--- src/rtl/mem_arb_pkg.sv ---
// Shared types and default widths for the memory-port arbiter.
package mem_arb_pkg;

   localparam int unsigned ADDR_W = 32;
   localparam int unsigned DATA_W = 32;

   typedef enum logic [1:0] {IDLE, REQ, WAIT, RESP} arb_state_t;
   typedef enum logic {OWN_I, OWN_D} arb_owner_t;

endpackage

--- src/rtl/mem_arb_streak_ctr.sv ---
// Counts consecutive data grants made while a fetch is waiting;
// at_max tells the arbiter to let the fetch through next.
module mem_arb_streak_ctr #(
   parameter int unsigned MAX_D_STREAK = 4
) (
   input  logic clk,
   input  logic reset,
   input  logic grant_d,
   input  logic grant_i,
   input  logic i_req,
   input  logic i_pending,
   output logic at_max
);

   localparam int unsigned CNT_W = $clog2(MAX_D_STREAK + 1);

   logic [CNT_W-1:0] count;

   assign at_max = (count == CNT_W'(MAX_D_STREAK));

   // A D grant with i_req high but killed neither extends nor breaks the streak.
   always_ff @(posedge clk) begin
      if (reset) begin
         count <= '0;
      end else if (grant_i) begin
         count <= '0;
      end else if (grant_d) begin
         if (!i_req)
            count <= '0;
         else if (i_pending && !at_max)
            count <= count + 1'b1;
      end
   end

endmodule

--- src/rtl/mem_port_arbiter.sv ---
// Shares one multi-cycle memory port between fetch and data requesters; data wins.
// Define MEM_ARB_FAIRNESS_EN to bound how long a fetch can be starved by data.
module mem_port_arbiter #(
   parameter int unsigned ADDR_W       = mem_arb_pkg::ADDR_W,
   parameter int unsigned DATA_W       = mem_arb_pkg::DATA_W,
   parameter int unsigned MAX_D_STREAK = 4
) (
   input  logic              clk,
   input  logic              reset,
   input  logic              i_req,
   input  logic [ADDR_W-1:0] i_addr,
   input  logic              i_kill,
   output logic              i_ready,
   output logic [DATA_W-1:0] i_rdata,
   input  logic              d_req,
   input  logic              d_we,
   input  logic [ADDR_W-1:0] d_addr,
   input  logic [DATA_W-1:0] d_wdata,
   output logic              d_ready,
   output logic [DATA_W-1:0] d_rdata,
   output logic              m_valid,
   output logic              m_we,
   output logic [ADDR_W-1:0] m_addr,
   output logic [DATA_W-1:0] m_wdata,
   input  logic              m_accept,
   input  logic              m_resp_valid,
   input  logic [DATA_W-1:0] m_rdata,
   output logic              stall_if,
   output logic              stall_mem
);

   import mem_arb_pkg::*;

   if (MAX_D_STREAK < 1) begin : g_bad_cfg
      $error("MAX_D_STREAK must be at least 1");
   end

   arb_state_t state;
   arb_owner_t owner;
   logic       kill;
   logic       i_ready_r;
   logic       i_pending;
   logic       fair_i;
   logic       grant_i;
   logic       grant_d;
   logic       kill_now;

   assign i_pending = i_req && !i_kill;

`ifdef MEM_ARB_FAIRNESS_EN
   logic at_max;

   mem_arb_streak_ctr #(.MAX_D_STREAK(MAX_D_STREAK)) u_streak (
      .clk       (clk),
      .reset     (reset),
      .grant_d   (grant_d),
      .grant_i   (grant_i),
      .i_req     (i_req),
      .i_pending (i_pending),
      .at_max    (at_max)
   );

   assign fair_i = at_max && i_pending;
`else
   assign fair_i = 1'b0;
`endif

   assign grant_d  = (state == IDLE) && d_req && !fair_i;
   assign grant_i  = (state == IDLE) && (fair_i || (!d_req && i_pending));
   assign kill_now = kill || (owner == OWN_I && i_kill);

   // A kill landing in RESP still has to hide the already-registered pulse.
   assign i_ready   = i_ready_r && !i_kill;
   assign stall_if  = i_req && !i_ready;
   assign stall_mem = d_req && !d_ready;

   always_ff @(posedge clk) begin
      if (reset) begin
         state     <= IDLE;
         owner     <= OWN_I;
         kill      <= 1'b0;
         m_valid   <= 1'b0;
         m_we      <= 1'b0;
         m_addr    <= '0;
         m_wdata   <= '0;
         i_ready_r <= 1'b0;
         d_ready   <= 1'b0;
         i_rdata   <= '0;
         d_rdata   <= '0;
      end else begin
         i_ready_r <= 1'b0;
         d_ready   <= 1'b0;
         case (state)
            IDLE: begin
               if (grant_d) begin
                  owner   <= OWN_D;
                  m_valid <= 1'b1;
                  m_we    <= d_we;
                  m_addr  <= d_addr;
                  m_wdata <= d_wdata;
                  state   <= REQ;
               end else if (grant_i) begin
                  owner   <= OWN_I;
                  m_valid <= 1'b1;
                  m_we    <= 1'b0;
                  m_addr  <= i_addr;
                  m_wdata <= '0;
                  state   <= REQ;
               end
            end
            REQ: begin
               if (owner == OWN_I && i_kill)
                  kill <= 1'b1;
               if (m_accept) begin
                  m_valid <= 1'b0;
                  state   <= WAIT;
               end
            end
            WAIT: begin
               if (m_resp_valid) begin
                  if (owner == OWN_I)
                     i_rdata <= m_rdata;
                  else
                     d_rdata <= m_rdata;
                  if (kill_now) begin
                     kill  <= 1'b0;
                     state <= IDLE;
                  end else begin
                     i_ready_r <= (owner == OWN_I);
                     d_ready   <= (owner == OWN_D);
                     state     <= RESP;
                  end
               end else if (owner == OWN_I && i_kill) begin
                  kill <= 1'b1;
               end
            end
            RESP: state <= IDLE;
            default: state <= IDLE;
         endcase
      end
   end

   resp_only_in_wait: assert property (
      @(posedge clk) disable iff (reset) m_resp_valid |-> (state == WAIT)
   );

endmodule

--- config.mk ---
export PLATFORM = sky130hd
export DESIGN_NAME = mem_port_arbiter
export DESIGN_NICKNAME = d
export VERILOG_FILES = /design/src/rtl/mem_arb_pkg.sv /design/src/rtl/mem_arb_streak_ctr.sv /design/src/rtl/mem_port_arbiter.sv
export SDC_FILE = /design/constraint.sdc
export NUM_CORES = 1
export LEC_CHECK = 0
export BUFFER_PORTS_ARGS = -buffer_cell sky130_fd_sc_hd__buf_2
export CORE_MARGIN = 2
export CORE_UTILIZATION = 42
export DETAILED_ROUTE_END_ITERATION = 6
export GPL_TIMING_DRIVEN = 0
export PLACE_DENSITY = 0.82
export SLEW_MARGIN = 20
export SYNTH_ARGS = -nofsm -noshare
export SYNTH_HDL_FRONTEND = slang
export SYNTH_HIERARCHICAL = 1
export SYNTH_SLANG_ARGS = --single-unit
export TNS_END_PERCENT = 10
--- constraint.sdc ---
create_clock -name clk -period 1.16 [get_ports clk]
set_input_delay 0.058 -clock clk [delete_from_list [all_inputs] [get_ports clk]]
set_output_delay 0.058 -clock clk [all_outputs]
set_load 0.01 [all_outputs]
* After elaboration in Yosys (flattened, before gate mapping)
Index checks and enable logic that the tools add are counted. W data, S select, Z words.
Word-level totals: register bits after elaboration 136, memories 0, bits in latches 0, memory bits (read-only) 0, output and inout port bits 134, input port bits 136, memory bits (writable) 0, word-level logic and storage cells 66
Cells by class: shift operators 0, add/subtract/negate cells 0, div/mod/pow operators 0, $lt $le $gt $ge 0, reductions and logical operators 24, muxes and demuxes 21, bitwise logic cells 3, equality and inequality tests 7, multiply operators 0
Operators by type and width (count):
- $mux W32 | 4
- $reduce_and A3 Y1 | 4
- $mux W2 | 5
- $mux W1 | 9
- $logic_and A1 B1 Y1 | 8
- $pmux W2 S4 | 1
- $ne A3 B3 Y1 const B | 2
- $reduce_bool A2 Y1 | 3
- $eq A2 B2 Y1 const B | 2
- $logic_not A1 Y1 | 4
- $ne A2 B2 Y1 const B | 2
- $pmux W1 S2 | 2
- $reduce_and A2 Y1 | 2
- $reduce_or A4 Y1 | 1
- $not A1 Y1 | 3
- $eq A2 B1 Y1 const B | 1
- $logic_not A2 Y1 | 1
- $logic_or A1 B1 Y1 | 1

* Logic depth before layout (Yosys ltp)
word-level depth 7, depth in mapped cells 6, mapped depth without buffers 3

* Worst setup path after synthesis
No wires, ideal clock.
path kind reg2reg, from reg state[1], to reg m_wdata[10], library setup time 66 ps, arrival time 1190 ps, cell stages (with the launch flop) 6, data required time 1094 ps, buffers on the path 2, setup slack -97 ps, clock period less this slack 1257 ps, cell sequence dfxtp_1 -> buf_6 -> nor3b_4 -> buf_6 -> a22oi_2 -> a21oi_2
On the way: cells in the longest elaborated chain, start to end 4, elaborated cells between the ends (all ways) 6, classes of those cells 1 x mux; 5 x reduce/logical
Ends and longest elaborated chain:
- start, declared | line mem_port_arbiter.sv:38 | arb_state_t state;
- start signal, assigned | line mem_port_arbiter.sv:79 | state <= IDLE;
- start signal, assigned | line mem_port_arbiter.sv:101 | state <= REQ;
- start signal, assigned | line mem_port_arbiter.sv:108 | state <= REQ;
- $logic_not A2 Y1 (*) | line mem_port_arbiter.sv:68, mem_port_arbiter.sv:69, mem_port_arbiter.sv:93
- $logic_and A1 B1 Y1, on equally long branches | line mem_port_arbiter.sv:69, mem_port_arbiter.sv:68
- $reduce_bool A2 Y1 (no line)
- $reduce_and A2 Y1 (no line)
- end signal, assigned | line mem_port_arbiter.sv:100 | m_wdata <= d_wdata;
- end, declared | line mem_port_arbiter.sv:24 | output logic [DATA_W-1:0] m_wdata,
Every way passes the cells marked *; elsewhere a longest branch is shown, timed or not. A chain may end at the register's enable or synchronous reset.

* Final worst setup path
from reg state[0], to reg m_wdata[20]
The elaborated chain is that of the path after synthesis.

==> run_results.csv <==
group,metric,value,unit
outcome,status,"finished with violations",
synthesis,yosys_register_bits,136,
sta,worst_slack_setup_final,-0.210,ns
critical_path,end_kind,"flip-flop",
sta,maxClockFrequency,730,MHz
outcome,violations,"negative setup slack",
drt,final_antenna_net_count,0,
die,floorplan.die_area,14900,sq um
synthesis,seq_area_frac_synth,46.5,%
clock_network,cts_tree,"built",
critical_path,cp_max_fo,10,
power_and_ir_drop,vdd_drop_max,0.000854,V
die,die_w,122,microns
global_route,first_global_vias,6349,
sta,worst_slew_pin_slew,0.873,ns
finish,fillers,1042,
clock_network,cts_num_sinks,136,
die,num_rows,43,
clock_network,worstSkewPairLatency,0.42,ns
global_route,grt_overflow_total,0,
synthesis,syn-mean-instance-area,8.91,sq um
finish,finalNonFillerCells,1211,
finish,num-nets-final,1153,
finish,layout-drive-gt1-share,45.1,%
clock_network,path_clk_slew,0.06,ns
clock_network,numCtsBuffers,17,
power_and_ir_drop,static-leakage-power,3.90,nW
drt,drc_errors,0,
critical_path,timing.critical_path.arrival,1.67,ns
sta,setup_viol,127,
synthesis,synth_cell_types,37,
critical_path,timing.critical_path.required,1.46,ns
drt,drt_pass1_iterations,5,
sta,post_route_clock_skew,0.00756,ns
drt,post_dr_wirelength_cell,17.7,microns
finish,multi_input_combinational_cell_area,2900,sq um
placed_design,placement.io_buffers,267,
critical_path,startpoint_type,"flip-flop",
synthesis,synth_area,5860,sq um
job,max_cap_viol_count,0,
clock_network,clk_path_buf_depth,2,
finish,flow.area_growth_from_synthesis,56.7,%
sta,finalCritPeriodShare,118,%
die,vertical_die_dimension,122,microns
drt,route.vias.total,6473,
global_route,grt_max_degree,17,
synthesis,post_synthesis_net_count,793,
global_route,track_usage,28.1,%
die,boundaryPins,270,
die,start_util,42.5,%
sta,rsz0062_at_grt,"yes",
drt,drt_iter0_markers,384,
worst_hold_path,min_path_type,"in -> reg",
global_route,grt_pass1_wl,32300,microns
sta,timing.max_slew.rel_slack,41.8,%
sta,tns,-14.88,ns
placed_design,gpl.final_weighted_congestion,0.806,
sta,slew_viol_final,0,
clock_network,ctsRootBufferMaster,"sky130_fd_sc_hd__clkbuf_16",
finish,final-seq-area,2740,sq um
global_route,grt_antenna_before_repair,1,
placed_design,dpl.cell_count,1104,
die,fp.coreArea,13800,sq um
sta,count_of_endpoints_failing_hold_in_the_final_timing_report,0,
sta,finalCriticalPeriod,1.37,ns
drt,via_to_cell_ratio,5.35,
power_and_ir_drop,power_density,1460,nW/um^2
synthesis,synth.yosys.warnings,6,
placed_design,dpl.hpwl,13500,microns
critical_path,timing_worst_setup_path_type,"reg -> reg",
synthesis,syn-instance-count,657,
clock_network,ctsHtreeMaxLevel,4,
drt,drt-total-wl,21400,microns
==> power by group <==
part	internal [W]	switching [W]
combinational	0.00121	0.00137
clock	0.00362	0.00203
sequential	0.00495	0.000205
==> kinds of logic (layout without fill, tap and decap cells) <==
kind of cell	after synthesis	count (layout)	synth area share, %
buf+inv	96	469	8.33
simple gates	185	185	14.0
other cells	0	1	0
compound gates	209	209	25.2
flops	136	136	46.5
mux	31	31	5.94
==> layer usage <==
layer	wire length [microns]	share of wire (%)	global-route usage, %	vias up
met4	1140	5.3	16.7	0
met3	1410	6.6	6.79	93
met5	0	0	0	-
met1	8420	39	32.5	3031
met2	10500	49	46.9	317
li1	-	-	-	3032
==> worst max-delay path: stages, from the launching register on <==
cell	delay, ns
sky130_fd_sc_hd__dfxtp_4	0.36
sky130_fd_sc_hd__or2_4	0.28
sky130_fd_sc_hd__buf_12	0.16
sky130_fd_sc_hd__buf_6	0.15
sky130_fd_sc_hd__a22oi_2	0.23
sky130_fd_sc_hd__a21oi_2	0.07
==> registers in the layout (all words and copies together), names as in the netlist <==
name,flops
kill,1
d_ready,1
state,2
m_wdata,32
m_valid,1
owner,1
i_rdata,32
m_we,1
m_addr,32
i_ready_r,1
d_rdata,32
==> cell usage after synthesis <==
cell | n | area share (%)
sky130_fd_sc_hd__a211oi_1 | 62 | 7.9
sky130_fd_sc_hd__a21boi_0 | 1 | 0.13
sky130_fd_sc_hd__a21o_1 | 1 | 0.13
sky130_fd_sc_hd__a21oi_1 | 81 | 6.9
sky130_fd_sc_hd__a21oi_2 | 20 | 3.0
sky130_fd_sc_hd__a22oi_1 | 13 | 1.7
sky130_fd_sc_hd__a22oi_2 | 20 | 4.3
sky130_fd_sc_hd__a31oi_1 | 4 | 0.43
sky130_fd_sc_hd__and4b_1 | 1 | 0.17
sky130_fd_sc_hd__and4bb_2 | 1 | 0.21
sky130_fd_sc_hd__buf_2 | 23 | 2.0
sky130_fd_sc_hd__buf_4 | 8 | 1.0
sky130_fd_sc_hd__buf_6 | 9 | 1.7
sky130_fd_sc_hd__clkbuf_1 | 23 | 1.5
sky130_fd_sc_hd__clkinv_2 | 1 | 0.085
sky130_fd_sc_hd__dfxtp_1 | 136 | 46
sky130_fd_sc_hd__inv_1 | 32 | 2.1
sky130_fd_sc_hd__mux2_2 | 30 | 5.8
sky130_fd_sc_hd__mux2i_1 | 1 | 0.17
sky130_fd_sc_hd__nand2_1 | 131 | 8.4
sky130_fd_sc_hd__nand2b_1 | 1 | 0.11
sky130_fd_sc_hd__nand3_1 | 33 | 2.8
sky130_fd_sc_hd__nand4_1 | 2 | 0.21
sky130_fd_sc_hd__nand4b_1 | 1 | 0.15
sky130_fd_sc_hd__nand4b_2 | 1 | 0.26
sky130_fd_sc_hd__nand4bb_1 | 1 | 0.19
sky130_fd_sc_hd__nor2_1 | 4 | 0.26
sky130_fd_sc_hd__nor2b_1 | 4 | 0.43
sky130_fd_sc_hd__nor3_1 | 1 | 0.085
sky130_fd_sc_hd__nor3b_1 | 1 | 0.13
sky130_fd_sc_hd__nor3b_4 | 1 | 0.32
sky130_fd_sc_hd__nor4bb_1 | 1 | 0.17
sky130_fd_sc_hd__o21a_1 | 2 | 0.26
sky130_fd_sc_hd__o21ai_0 | 3 | 0.26
sky130_fd_sc_hd__o21ai_1 | 1 | 0.085
sky130_fd_sc_hd__o31ai_1 | 1 | 0.13
sky130_fd_sc_hd__or2_1 | 1 | 0.11
==> per-stage QoR <==
| stage | worst slack [ns] | hold slack [ns] | util, % | total power [W] | instance area, sq um |
|---|---|---|---|---|---|
| after floorplan | -0.0544 | 0.135 | - | 0.00640 | 5860 |
| after global placement | -0.463 | 0.282 | 53.9 | 0.00717 | 7420 |
| after detailed placement | -0.425 | 0.287 | 53.9 | 0.00722 | 7420 |
| after CTS | -0.169 | 0.000837 | 65.6 | 0.0132 | 9040 |
| after global routing | -0.236 | 0.0398 | 66.6 | 0.0139 | 9180 |
| final | -0.210 | 0.0272 | 66.6 | 0.0134 | 9180 |
==> cell type report <==
type                            count  share of cell area (%)
Buffer                             61                    5.02
Inverter                           33                    1.36
Timing Repair Buffer              343                    22.9
Multi-Input combinational cell    425                    31.6
Clock buffer                       22                    5.28
Clock inverter                     10                    1.53
Antenna cell                        1                  0.0273
Sequential cell                   136                    29.8
Tap cell                          180                    2.45
==> final timing paths <==
path,from,endpoint,slack (ns),cells after the start
hold reg to reg,d_rdata[23],d_rdata[23],0.45,2
setup / recovery,state[0],m_wdata[20],-0.21,5
hold / removal,m_accept,state[0],0.03,4
setup reg to reg,state[0],m_wdata[20],-0.21,5
==> timing repair <==
item | 4_1_cts | 5_1_grt
buffers inserted | 4 | 0
setup endpoints to repair | 134 | 132
pin swaps | 12 | 23
gates cloned | 1 | 1
resized for setup | 64 | 27
hold buffers | 70 | 0
endpoints found under the hold margin | 100 | 0
==> layout by cell type, fill, tap and decap left out, types with 23 or more instances in the layout <==
master	instances
sky130_fd_sc_hd__inv_1	32
sky130_fd_sc_hd__dlygate4sd3_1	70
sky130_fd_sc_hd__a211oi_2	23
sky130_fd_sc_hd__nand3_1	33
sky130_fd_sc_hd__a211oi_1	34
sky130_fd_sc_hd__a21oi_1	78
sky130_fd_sc_hd__a22oi_2	26
sky130_fd_sc_hd__mux2_2	30
sky130_fd_sc_hd__nand2_1	131
sky130_fd_sc_hd__buf_2	281
sky130_fd_sc_hd__dfxtp_1	132
Note: power is estimated with default switching activity, not from simulation.
